===== config.mk =====
export PLATFORM = sky130hd
export DESIGN_NAME = mult2x2_pipe
export DESIGN_NICKNAME = d
export VERILOG_FILES = /design/src/rtl/mult2x2_pipe.sv
export SDC_FILE = /design/constraint.sdc
export NUM_CORES = 1
export LEC_CHECK = 0
export CAP_MARGIN = 20
export CORE_AREA = 3 3 40 42
export DETAILED_ROUTE_END_ITERATION = 7
export DIE_AREA = 0 0 43 45
export PLACE_DENSITY = 0.4
export SYNTH_ARGS = -nofsm -noshare
export SYNTH_HDL_FRONTEND = slang
export SYNTH_SLANG_ARGS = --single-unit

===== constraint.sdc =====
create_clock -name clk -period 1.5 [get_ports clk]
set_clock_uncertainty 0.2 [all_clocks]
set_input_delay 0.375 -clock clk [delete_from_list [all_inputs] [get_ports clk]]
set_output_delay 0.375 -clock clk [all_outputs]
set_load 0.03 [all_outputs]

===== src/rtl/mult2x2_pipe.sv =====
// Unsigned 2x2 multiplier with a gate-level partial-product array
// and a configurable valid-tagged output pipeline (LATENCY 0..3).

module mult2x2_array (
    input  logic [1:0] a,
    input  logic [1:0] b,
    output logic [3:0] y
);

    logic p00;
    logic p01;
    logic p10;
    logic p11;
    logic c1;

    assign p00 = a[0] & b[0];
    assign p01 = a[0] & b[1];
    assign p10 = a[1] & b[0];
    assign p11 = a[1] & b[1];

    // two half adders reduce the middle and top columns
    assign c1   = p10 & p01;
    assign y[0] = p00;
    assign y[1] = p10 ^ p01;
    assign y[2] = p11 ^ c1;
    assign y[3] = p11 & c1;

endmodule

module mult2x2_pipe #(
    parameter int LATENCY = 1
) (
    input  logic       clk,
    input  logic       rst_n,
    input  logic       in_valid,
    input  logic [1:0] A,
    input  logic [1:0] B,
    output logic [3:0] Y,
    output logic       out_valid
);

    logic [3:0] prod_c;

    mult2x2_array u_array (
        .a (A),
        .b (B),
        .y (prod_c)
    );

    generate
        if (LATENCY < 0 || LATENCY > 3) begin : g_bad
            $error("mult2x2_pipe: LATENCY must be in 0..3");
        end else if (LATENCY == 0) begin : g_comb
            assign Y         = prod_c;
            assign out_valid = in_valid;
        end else begin : g_pipe
            logic [LATENCY-1:0] vld_q;
            logic [3:0]         prd_q [LATENCY];

            // shift valid every cycle; a product only advances behind a valid
            always_ff @(posedge clk or negedge rst_n) begin
                if (!rst_n) begin
                    vld_q <= '0;
                    for (int k = 0; k < LATENCY; k++) begin
                        prd_q[k] <= 4'h0;
                    end
                end else begin
                    vld_q[0] <= in_valid;
                    if (in_valid) begin
                        prd_q[0] <= prod_c;
                    end
                    for (int k = 1; k < LATENCY; k++) begin
                        vld_q[k] <= vld_q[k-1];
                        if (vld_q[k-1]) begin
                            prd_q[k] <= prd_q[k-1];
                        end
                    end
                end
            end

            assign Y         = prd_q[LATENCY-1];
            assign out_valid = vld_q[LATENCY-1];
        end
    endgenerate

endmodule


==> results of run 1 <==
## cell type report
type | count | area, sq um
tap | 15 | 18.8
fill | 141 | 890
sequential | 5 | 125
inverter | 1 | 3.75
multi-input combinational | 10 | 121
clock buffer | 4 | 26.3
timing repair buffer | 12 | 100
## metrics by stage
step	cells	hold slack, ns	utilization [%]
2_1_floorplan	16	-0.121	-
3_3_place_gp	43	0.296	27.9
3_5_place_dp	43	0.294	27.9
4_1_cts	47	0.161	30.8
5_1_grt	47	0.175	30.8
6_report	47	0.166	30.8
## how the worst max path moves through the flow
stage	to	from	slack, ns	depth (start not counted)
floorplan	Y[2]$_DFFE_PN0P_	A[0]	0.04	4
global placement	Y[2]$_DFFE_PN0P_	A[0]	-0.43	5
detailed placement	Y[2]$_DFFE_PN0P_	A[0]	-0.45	5
CTS	Y[2]$_DFFE_PN0P_	A[1]	0.05	5
global route	Y[2]$_DFFE_PN0P_	A[1]	0.02	5
finish	Y[2]$_DFFE_PN0P_	B[1]	0.05	5
## logic make-up (layout without fill, tap and decap cells)
kind of cell    Yosys count  after routing
mux                       3              3
fa+ha+maj                 2              2
compound gates            1              1
flops                     5              5
simple gates              4              4
buf+inv                   1             17
## registers in the layout, indices dropped and copies added (netlist names)
register	cells
Y	4
out_valid	1
## power by group through the flow
stage	logic (uW)	clock network, uW	registers, uW
after floorplan	18.4	0	176
after global placement	85.3	0	153
after detailed placement	85.3	0	154
after CTS	86.5	168	152
after global routing	93.1	173	153
final	85.0	160	152
## cells in the final DEF, fill, tap and decap left out, drive strengths merged
master         count
clkbuf             4
clkdlybuf4s50      2
dlygate4sd2        4
ha                 2
inv                1
nand3              1
o21ai              1
dfrtp              5
and2               3
mux2               3
buf                6
## timing repair
item | 4_1_cts | 5_1_grt
hold buffers | 0 | 0
resized for setup | 7 | 0
setup endpoints to repair | 3 | 0
buffers inserted | 0 | 0
## synthesized netlist by cell type
library cell and instances:
sky130_fd_sc_hd__o21ai_0 1, sky130_fd_sc_hd__inv_1 1, sky130_fd_sc_hd__dfrtp_1 5, sky130_fd_sc_hd__ha_1 2, sky130_fd_sc_hd__mux2_2 3, sky130_fd_sc_hd__and2_1 3, sky130_fd_sc_hd__nand3_1 1
## per-layer routing
metal | GRT usage [%] | wire length (microns)
met3 | 4.38 | 59
met4 | 7.23 | 0
met5 | 0 | 0
met2 | 10.5 | 261
met1 | 7.82 | 220
==> metrics.txt, run 1 <==
# TYPE chip_impl_metric gauge
chip_impl_metric{name="slew-limit-headroom",unit="%"} 83.1
chip_impl_metric{name="grt_first_pass_wirelength",unit="microns"} 945
chip_impl_info{name="cts_tree",value="built"} 1
chip_impl_info{name="synth_top_family_by_area",value="multiplexers"} 1
chip_impl_metric{name="net-switching-power",unit="uW"} 107
chip_impl_metric{name="power_frac_comb",unit="%"} 21.4
chip_impl_metric{name="grt_pass1_vias",unit=""} 221
chip_impl_metric{name="htree_num_levels",unit=""} 1
chip_impl_metric{name="depth_of_the_worst_register_to_register_path",unit=""} 1
chip_impl_metric{name="floorplan.rows",unit=""} 13
chip_impl_metric{name="muxShareOfSynthArea",unit="%"} 15.6
chip_impl_info{name="end_kind",value="flip-flop"} 1
chip_impl_metric{name="port_buffers",unit=""} 11
chip_impl_info{name="cpMostUsedCell",value="sky130_fd_sc_hd__ha_4"} 1
chip_impl_metric{name="post_synth_inst_count",unit=""} 16
chip_impl_metric{name="number_of_nets_at_the_end_of_the_flow",unit=""} 42
chip_impl_metric{name="ant_nets",unit=""} 0
chip_impl_metric{name="timing.critical_path.arrival",unit="ns"} 1.38
chip_impl_metric{name="cts_max_path_buffers",unit=""} 2
chip_impl_metric{name="switching_share",unit="%"} 27.0
chip_impl_metric{name="postSynthNetCount",unit=""} 25
chip_impl_metric{name="internal_power",unit="uW"} 289
chip_impl_metric{name="place_ws",unit="ns"} -0.448
chip_impl_metric{name="r2r_setup_slack",unit="ns"} 0.54
chip_impl_metric{name="clk_transition_reported_paths",unit="ns"} 0.05
chip_impl_metric{name="dr.pass1.iters",unit=""} 1
chip_impl_metric{name="power_frac_clock",unit="%"} 40.3
chip_impl_metric{name="numCtsBuffers",unit=""} 3
chip_impl_metric{name="die_h",unit="microns"} 45
chip_impl_info{name="cpLargestDelayFamily",value="adder cells"} 1
chip_impl_metric{name="initial_core_util",unit="%"} 16.8
chip_impl_metric{name="fin_ws",unit="ns"} 0.0455
chip_impl_metric{name="crit_buf_inv",unit=""} 1
chip_impl_metric{name="core_area",unit="sq um"} 1280
chip_impl_metric{name="worst-endpoint-required",unit="ns"} 1.42
chip_impl_info{name="outcome",value="complete, no violations"} 1
chip_impl_metric{name="pin_count_of_the_biggest_net_entering_global_routing",unit=""} 6
chip_impl_metric{name="worstMarginPinSlew",unit="ns"} 0.252
chip_impl_metric{name="fmax",unit="GHz"} 0.688
chip_impl_metric{name="route.detailed.wl_per_inst",unit="microns"} 11.5
chip_impl_metric{name="via_count",unit=""} 168
chip_impl_metric{name="synth_xor_xnor_area_share",unit="%"} 0
chip_impl_info{name="synth.top_cells.by_area",value="sky130_fd_sc_hd__dfrtp_1, sky130_fd_sc_hd__mux2_2, sky130_fd_sc_hd__ha_1"} 1
chip_impl_metric{name="dieWidth",unit="microns"} 43
chip_impl_metric{name="final_hold_viol_count",unit=""} 0
chip_impl_info{name="clk_root_buffer_cell",value="sky130_fd_sc_hd__clkbuf_4"} 1
chip_impl_metric{name="remaining_drc_errors",unit=""} 0
chip_impl_metric{name="post_route_cells_drive_above_1_share",unit="%"} 50.0
chip_impl_info{name="regToRegStartpoint",value="Y[2]$_DFFE_PN0P_"} 1
chip_impl_info{name="cp_max_delay_cell",value="sky130_fd_sc_hd__mux2_4"} 1
chip_impl_metric{name="synthToLayoutAreaGrowth",unit="%"} 82.7
chip_impl_metric{name="synth_top_area_share",unit="%"} 57.8
chip_impl_info{name="cp-start-kind",value="primary input"} 1
chip_impl_metric{name="power.static_leakage",unit="uW"} 0.000189
chip_impl_metric{name="grt_antenna_before_repair",unit=""} 0
chip_impl_metric{name="post_synth_instance_area",unit="sq um"} 216
chip_impl_info{name="worstSetupPathType",value="in -> reg"} 1
chip_impl_metric{name="finalCriticalPeriod",unit="ns"} 1.45
chip_impl_metric{name="yosys_register_bits",unit=""} 5
chip_impl_metric{name="clk-insertion-delay-late",unit="ns"} 0.24
chip_impl_metric{name="seq_power_share",unit="%"} 38.3
chip_impl_info{name="netlist.top_cell.by_area",value="sky130_fd_sc_hd__dfrtp_1"} 1
chip_impl_metric{name="first_iter_violations",unit=""} 0
chip_impl_metric{name="clock_sinks",unit=""} 5
chip_impl_metric{name="dp_hpwl",unit="microns"} 416
chip_impl_metric{name="grt.total_usage",unit="%"} 7.53
chip_impl_metric{name="worst_path_largest_cell_delay",unit="ns"} 0.25
chip_impl_metric{name="timing.final.max_slew_violations",unit=""} 0
chip_impl_metric{name="final_design_area_no_fill",unit="sq um"} 395
chip_impl_metric{name="irDropWorstVdd",unit="V"} 0.000351
chip_impl_info{name="path_cells",value="dlygate4sd2_1, and2_4, ha_4, ha_4, mux2_4"} 1
chip_impl_metric{name="p_per_cell_area",unit="nW/um^2"} 1000
chip_impl_metric{name="avgViaCountPerCell",unit=""} 3.57
chip_impl_metric{name="max_cap_violations",unit=""} 0
chip_impl_metric{name="die_area",unit="sq um"} 1940
chip_impl_metric{name="placedInstanceArea",unit="sq um"} 359
chip_impl_metric{name="gp_congestion",unit=""} 0.634
chip_impl_metric{name="yosys_warnings",unit=""} 0
chip_impl_metric{name="yosys.area_share.adder",unit="%"} 11.6
chip_impl_metric{name="postRouteWirelength",unit="microns"} 541
chip_impl_metric{name="globalRouteOverflowTotal",unit=""} 0
chip_impl_metric{name="post_synth_and_or_nand_nor_area_fraction",unit="%"} 11.0
chip_impl_info{name="grt_setup_unrepaired",value="no"} 1
chip_impl_metric{name="setup_viol",unit=""} 0
chip_impl_metric{name="crit_path_max_fanout",unit=""} 2
chip_impl_metric{name="register_area_share_after_synthesis",unit="%"} 57.8
chip_impl_metric{name="final_min_period_over_clock_period",unit="%"} 97.0
chip_impl_metric{name="antenna_cells_inserted",unit=""} 0
chip_impl_metric{name="finalSetupTns",unit="ns"} 0
chip_impl_metric{name="synthesized_area_fraction_occupied_by_ao_oa_aoi_and_oai_cells",unit="%"} 2.31
chip_impl_metric{name="total_power",unit="uW"} 396
chip_impl_metric{name="synthesis.area_per_instance",unit="sq um"} 13.5
chip_impl_metric{name="io_pins",unit=""} 12
chip_impl_info{name="crit-reg2reg-capture",value="Y[2]$_DFFE_PN0P_"} 1
chip_impl_info{name="worst_hold_check_path_type",value="in -> async"} 1
chip_impl_metric{name="post_synthesis_cell_type_count",unit=""} 7
(Power assumes the default switching activity.)
==> run 2, diff against run 1 <==
--- a/config.mk
+++ b/config.mk
@@ -9,7 +9,6 @@
 export CORE_AREA = 3 3 40 42
 export DETAILED_ROUTE_END_ITERATION = 7
 export DIE_AREA = 0 0 43 45
-export PLACE_DENSITY = 0.4
 export SYNTH_ARGS = -nofsm -noshare
 export SYNTH_HDL_FRONTEND = slang
 export SYNTH_SLANG_ARGS = --single-unit
==> run 2 against run 1 <==
  * Flip-flop and latch count unchanged
  * Die area unchanged
  * Worst setup slack worse by 0.024 ns
  * Hold slack worse by 0.0057 ns
  * Final cell count unchanged
  * Via count up 7.7%
  * Wire length down 8.1%
  * Count of clock-buffer cells in the layout unchanged
  * Critical path depth unchanged
  * Sequential power about the same
  * Cell area unchanged
  * Combinational power up 0.8%
  * Largest power group unchanged
==> metrics.txt, run 2 (synthesis gave the netlist of run 1 again) <==
# TYPE chip_impl_metric gauge
chip_impl_metric{name="pin_count_of_the_biggest_net_entering_global_routing",unit=""} 6
chip_impl_metric{name="worst-endpoint-required",unit="ns"} 1.42
chip_impl_metric{name="p_per_cell_area",unit="nW/um^2"} 988
chip_impl_metric{name="final_hold_viol_count",unit=""} 0
chip_impl_metric{name="clock_sinks",unit=""} 5
chip_impl_metric{name="initial_core_util",unit="%"} 16.8
chip_impl_metric{name="timing.critical_path.arrival",unit="ns"} 1.40
chip_impl_metric{name="route.detailed.wl_per_inst",unit="microns"} 10.6
chip_impl_metric{name="die_area",unit="sq um"} 1940
chip_impl_info{name="regToRegStartpoint",value="Y[2]$_DFFE_PN0P_"} 1
chip_impl_metric{name="worst_hold_slack",unit="ns"} 0.160
chip_impl_metric{name="first_iter_violations",unit=""} 1
chip_impl_info{name="final_common_cell",value="sky130_fd_sc_hd__buf_4"} 1
chip_impl_metric{name="post-cts-setup-buffers",unit=""} 0
chip_impl_metric{name="r2r_setup_slack",unit="ns"} 0.54
chip_impl_metric{name="fin_ws",unit="ns"} 0.0211
chip_impl_metric{name="number_of_flip_flops_in_the_largest_register",unit=""} 4
chip_impl_metric{name="dr.pass1.iters",unit=""} 2
chip_impl_metric{name="finalCriticalPeriod",unit="ns"} 1.48
chip_impl_metric{name="slew-limit-headroom",unit="%"} 84.6
chip_impl_metric{name="postRouteWirelength",unit="microns"} 497
chip_impl_info{name="most-common-layout-cells",value="sky130_fd_sc_hd__buf_4, sky130_fd_sc_hd__dfrtp_1, sky130_fd_sc_hd__dlygate4sd2_1"} 1
chip_impl_metric{name="grt.total_usage",unit="%"} 6.37
chip_impl_metric{name="crit_path_max_fanout",unit=""} 2
chip_impl_metric{name="core_area",unit="sq um"} 1280
chip_impl_metric{name="die_h",unit="microns"} 45
chip_impl_metric{name="via_count",unit=""} 181
chip_impl_metric{name="power.static_leakage",unit="uW"} 0.000189
chip_impl_metric{name="timing.final.max_slew_violations",unit=""} 0
chip_impl_metric{name="max_cap_violations",unit=""} 0
chip_impl_metric{name="ant_nets",unit=""} 0
chip_impl_metric{name="htree_num_levels",unit=""} 1
chip_impl_metric{name="globalRouteOverflowTotal",unit=""} 0
chip_impl_metric{name="depth_of_the_worst_register_to_register_path",unit=""} 1
chip_impl_metric{name="gp_congestion",unit=""} 0.851
chip_impl_metric{name="grt_antenna_before_repair",unit=""} 0
chip_impl_info{name="crit_path_start",value="B[0]"} 1
chip_impl_info{name="cts_tree",value="built"} 1
chip_impl_metric{name="multi_input_area",unit="sq um"} 121
chip_impl_metric{name="place_ws",unit="ns"} -0.461
chip_impl_metric{name="port_buffers",unit=""} 11
chip_impl_info{name="crit-reg2reg-capture",value="Y[2]$_DFFE_PN0P_"} 1
chip_impl_metric{name="io_pins",unit=""} 12
chip_impl_metric{name="num-fill-cells",unit=""} 139
chip_impl_metric{name="number_of_nets_at_the_end_of_the_flow",unit=""} 42
chip_impl_info{name="outcome",value="complete, no violations"} 1
chip_impl_metric{name="setup_viol",unit=""} 0
chip_impl_metric{name="antenna_cells_inserted",unit=""} 0
chip_impl_info{name="clk_root_buffer_cell",value="sky130_fd_sc_hd__clkbuf_4"} 1
chip_impl_metric{name="worstMarginPinSlew",unit="ns"} 0.231
chip_impl_metric{name="cts_resized",unit=""} 7
chip_impl_info{name="crit_path_end",value="Y[2]$_DFFE_PN0P_"} 1
chip_impl_metric{name="numCtsBuffers",unit=""} 3
chip_impl_metric{name="irDropWorstVdd",unit="V"} 0.000351
chip_impl_metric{name="dieWidth",unit="microns"} 43
chip_impl_metric{name="fmax",unit="GHz"} 0.676
chip_impl_metric{name="grt_pass1_vias",unit=""} 202
chip_impl_metric{name="grt_first_pass_wirelength",unit="microns"} 862
chip_impl_metric{name="seqCellArea",unit="sq um"} 125
chip_impl_info{name="cp-start-kind",value="primary input"} 1
chip_impl_info{name="worstSetupPathType",value="in -> reg"} 1
chip_impl_metric{name="synthToLayoutAreaGrowth",unit="%"} 82.7
chip_impl_metric{name="clk-insertion-delay-late",unit="ns"} 0.24
chip_impl_info{name="worst_hold_check_path_type",value="in -> async"} 1
chip_impl_info{name="grt_setup_unrepaired",value="no"} 1
chip_impl_metric{name="post_route_cells_drive_above_1_share",unit="%"} 50.0
chip_impl_metric{name="floorplan.rows",unit=""} 13
chip_impl_info{name="end_kind",value="flip-flop"} 1
chip_impl_metric{name="remaining_drc_errors",unit=""} 0
chip_impl_metric{name="avgViaCountPerCell",unit=""} 3.85
chip_impl_metric{name="clk_transition_reported_paths",unit="ns"} 0.05
chip_impl_metric{name="final_min_period_over_clock_period",unit="%"} 98.6
chip_impl_metric{name="holdBufCountCts",unit=""} 0
chip_impl_metric{name="cts_max_path_buffers",unit=""} 2
## run 2: cell counts in the layout (fill, tap and decap cells not counted)
Identical to the previous run, type by type.
## run 2: cell type report
type	count	area share, %
clock buffer	4	6.65
inverter	1	0.949
tap	15	4.75
timing repair buffer	12	25.3
sequential	5	31.6
multi-input combinational	10	30.7
## run 2: how the worst min path moves through the flow
stage / from / to
global route: rst_n / Y[2]$_DFFE_PN0P_
detailed placement: Y[1]$_DFFE_PN0P_ / Y[1]$_DFFE_PN0P_
global placement: Y[1]$_DFFE_PN0P_ / Y[1]$_DFFE_PN0P_
CTS: rst_n / Y[2]$_DFFE_PN0P_
finish: rst_n / Y[2]$_DFFE_PN0P_
floorplan: rst_n / Y[0]$_DFFE_PN0P_
## run 2: critical path: stages
cell                            delay [ns]
sky130_fd_sc_hd__dlygate4sd2_1        0.25
sky130_fd_sc_hd__and2_4               0.17
sky130_fd_sc_hd__ha_4                 0.16
sky130_fd_sc_hd__ha_4                 0.20
sky130_fd_sc_hd__mux2_4               0.25
## run 2: through the flow
stage	instances	setup TNS (ns)	power, uW	cell area (sq um)	util, %
finish	47	0	391	395	30.8
detailed placement	43	-1.26	239	359	27.9
global placement	43	-1.16	238	359	27.9
global route	47	0	408	395	30.8
floorplan	16	0	194	235	-
CTS	47	0	396	395	30.8
## run 2: metal layers
layer,track usage (%),vias up,wire length (microns)
met2,9.28,11,194
met5,0,-,0
met1,6.62,82,219
met4,5.42,0,0
li1,-,88,-
met3,3.59,0,83
## run 2: where the power goes
part	internal (uW)	switching [uW]
registers	146	5.09
clock network	100	53.0
logic	42.2	43.5
total	289	102
==> run 3, diff against run 2 <==
--- a/config.mk
+++ b/config.mk
@@ -9,6 +9,7 @@
 export CORE_AREA = 3 3 40 42
 export DETAILED_ROUTE_END_ITERATION = 7
 export DIE_AREA = 0 0 43 45
+export PLACE_DENSITY = 0.51
 export SYNTH_ARGS = -nofsm -noshare
 export SYNTH_HDL_FRONTEND = slang
 export SYNTH_SLANG_ARGS = --single-unit
==> run 3 against run 2 <==
  * Sequential share of layout area unchanged
  * Die area is the same
  * Via count fell by 2.2%
  * Clock power about the same
  * Cell area stayed put
  * Total power up 1.4%
  * Flip-flop and latch count stayed put
  * Worst setup slack better by 0.0077 ns
  * First-iteration DRC count increased to 3.0 times the previous value
  * Hold slack worse by 0.0044 ns
  * Critical path type unchanged
  * Highest routed layer unchanged
  * Combinational power increased by 2.6%
  * Global-route usage rose by 0.33 points
==> metrics.txt, run 3 (synthesis gave the netlist of run 1 again) <==
# TYPE chip_impl_metric gauge
chip_impl_metric{name="clk-insertion-delay-late",unit="ns"} 0.24
chip_impl_metric{name="antenna_cells_inserted",unit=""} 0
chip_impl_metric{name="clock_sinks",unit=""} 5
chip_impl_metric{name="irDropWorstVdd",unit="V"} 0.000305
chip_impl_metric{name="dr.pass1.iters",unit=""} 2
chip_impl_metric{name="pin_count_of_the_biggest_net_entering_global_routing",unit=""} 6
chip_impl_metric{name="timing.final.max_slew_violations",unit=""} 0
chip_impl_metric{name="route.detailed.wl_per_inst",unit="microns"} 12.1
chip_impl_info{name="most-common-layout-cells",value="sky130_fd_sc_hd__buf_4, sky130_fd_sc_hd__dfrtp_1, sky130_fd_sc_hd__dlygate4sd2_1"} 1
chip_impl_metric{name="grt.total_usage",unit="%"} 6.69
chip_impl_metric{name="cts_max_path_buffers",unit=""} 2
chip_impl_metric{name="postRouteWirelength",unit="microns"} 567
chip_impl_metric{name="multi_input_area",unit="sq um"} 121
chip_impl_info{name="crit_path_start",value="A[1]"} 1
chip_impl_metric{name="finalCoreUtilization",unit="%"} 30.8
chip_impl_metric{name="seqCellArea",unit="sq um"} 125
chip_impl_metric{name="final_hold_viol_count",unit=""} 0
chip_impl_info{name="worst_hold_check_path_type",value="in -> async"} 1
chip_impl_metric{name="final_min_period_over_clock_period",unit="%"} 98.1
chip_impl_metric{name="ant_nets",unit=""} 0
chip_impl_metric{name="core_area",unit="sq um"} 1280
chip_impl_metric{name="cts_resized",unit=""} 7
chip_impl_metric{name="port_buffers",unit=""} 11
chip_impl_metric{name="synthToLayoutAreaGrowth",unit="%"} 82.7
chip_impl_metric{name="power.static_leakage",unit="uW"} 0.000189
chip_impl_metric{name="die_area",unit="sq um"} 1940
chip_impl_metric{name="setup_viol",unit=""} 0
chip_impl_metric{name="globalRouteOverflowTotal",unit=""} 0
chip_impl_metric{name="finalSetupTns",unit="ns"} 0
chip_impl_metric{name="holdBufCountCts",unit=""} 0
chip_impl_info{name="final_common_cell",value="sky130_fd_sc_hd__buf_4"} 1
chip_impl_metric{name="number_of_flip_flops_in_the_largest_register",unit=""} 4
chip_impl_metric{name="avgViaCountPerCell",unit=""} 3.77
chip_impl_metric{name="fmax",unit="GHz"} 0.680
chip_impl_metric{name="dpl.cell_count",unit=""} 43
chip_impl_metric{name="io_pins",unit=""} 12
chip_impl_metric{name="total_power",unit="uW"} 396
chip_impl_info{name="end_kind",value="flip-flop"} 1
chip_impl_metric{name="grt_first_pass_wirelength",unit="microns"} 869
chip_impl_metric{name="post_route_cells_drive_above_1_share",unit="%"} 50.0
chip_impl_metric{name="dieWidth",unit="microns"} 43
chip_impl_metric{name="floorplan.rows",unit=""} 13
chip_impl_metric{name="gp_congestion",unit=""} 0.636
chip_impl_metric{name="final-instance-count-excl-fill",unit=""} 47
chip_impl_info{name="outcome",value="complete, no violations"} 1
chip_impl_info{name="crit-reg2reg-capture",value="Y[2]$_DFFE_PN0P_"} 1
chip_impl_metric{name="r2r_setup_slack",unit="ns"} 0.55
chip_impl_metric{name="depth_of_the_worst_register_to_register_path",unit=""} 1
chip_impl_info{name="crit_path_end",value="Y[2]$_DFFE_PN0P_"} 1
chip_impl_info{name="cts_tree",value="built"} 1
chip_impl_metric{name="first_iter_violations",unit=""} 3
chip_impl_metric{name="slew-limit-headroom",unit="%"} 84.5
chip_impl_metric{name="timing.critical_path.arrival",unit="ns"} 1.40
chip_impl_info{name="grt_setup_unrepaired",value="no"} 1
chip_impl_metric{name="post-cts-setup-buffers",unit=""} 0
chip_impl_info{name="worstSetupPathType",value="in -> reg"} 1
chip_impl_metric{name="clk_transition_reported_paths",unit="ns"} 0.05
chip_impl_metric{name="worst_hold_slack",unit="ns"} 0.156
chip_impl_info{name="cp-start-kind",value="primary input"} 1
chip_impl_metric{name="initial_core_util",unit="%"} 16.8
chip_impl_metric{name="num-fill-cells",unit=""} 140
chip_impl_metric{name="htree_num_levels",unit=""} 1
chip_impl_metric{name="via_count",unit=""} 177
chip_impl_metric{name="worst-endpoint-required",unit="ns"} 1.42
chip_impl_metric{name="grt_pass1_vias",unit=""} 198
chip_impl_metric{name="numCtsBuffers",unit=""} 3
chip_impl_info{name="regToRegStartpoint",value="Y[2]$_DFFE_PN0P_"} 1
chip_impl_metric{name="max_cap_violations",unit=""} 0
chip_impl_metric{name="die_h",unit="microns"} 45
chip_impl_metric{name="crit_path_max_fanout",unit=""} 2
chip_impl_metric{name="number_of_nets_at_the_end_of_the_flow",unit=""} 42
chip_impl_metric{name="remaining_drc_errors",unit=""} 0
chip_impl_metric{name="finalCriticalPeriod",unit="ns"} 1.47
chip_impl_metric{name="p_per_cell_area",unit="nW/um^2"} 1000
chip_impl_info{name="clk_root_buffer_cell",value="sky130_fd_sc_hd__clkbuf_4"} 1
chip_impl_metric{name="worstMarginPinSlew",unit="ns"} 0.232
chip_impl_metric{name="grt_antenna_before_repair",unit=""} 0
==> run 3: how the worst min path moves through the flow <==
stage                startpoint                  end  slack, ns
6_report                  rst_n  out_valid$_DFF_PN0_       0.16
5_1_grt                   rst_n  out_valid$_DFF_PN0_       0.18
2_1_floorplan             rst_n     Y[0]$_DFFE_PN0P_      -0.12
3_3_place_gp   Y[3]$_DFFE_PN0P_     Y[3]$_DFFE_PN0P_       0.30
4_1_cts                   rst_n  out_valid$_DFF_PN0_       0.16
3_5_place_dp   Y[1]$_DFFE_PN0P_     Y[1]$_DFFE_PN0P_       0.30
==> run 3: final cells by class <==
type                    count  share of cell area [%]
clock buffers               4                    6.65
inverters                   1                   0.949
flip-flops and latches      5                    31.6
repair buffers             12                    25.3
well taps                  15                    4.75
multi-input cells          10                    30.7
==> run 3: where the power goes <==
part	total (uW)	internal [uW]	switching, uW	leakage [uW]
clock	156	101	55.8	0.0000150
combinational	87.9	43.2	44.7	0.000110
sequential	152	146	5.38	0.0000636
total	396	290	106	0.000189
==> run 3: metal layers <==
layer | GRT usage, % | part of all wire [%] | up-vias | wire length, microns
met5 | 0 | 0 | - | 0
met4 | 7.23 | 0 | 0 | 0
met3 | 3.19 | 14 | 0 | 79
met2 | 8.68 | 43 | 13 | 243
met1 | 7.58 | 43 | 79 | 244
li1 | - | - | 85 | -
==> run 3: stage by stage <==
stage                     setup slack, ns  instance area (sq um)
final                              0.0288                    395
after global routing               0.0117                    395
after CTS                          0.0352                    395
after detailed placement           -0.445                    359
after global placement             -0.422                    359
after floorplan                    0.0365                    235
==> run 3: critical path, cell delays in order <==
cell and delay, ns:
sky130_fd_sc_hd__dlygate4sd2_1 0.24, sky130_fd_sc_hd__and2_4 0.17, sky130_fd_sc_hd__ha_4 0.16, sky130_fd_sc_hd__ha_4 0.20, sky130_fd_sc_hd__mux2_4 0.25
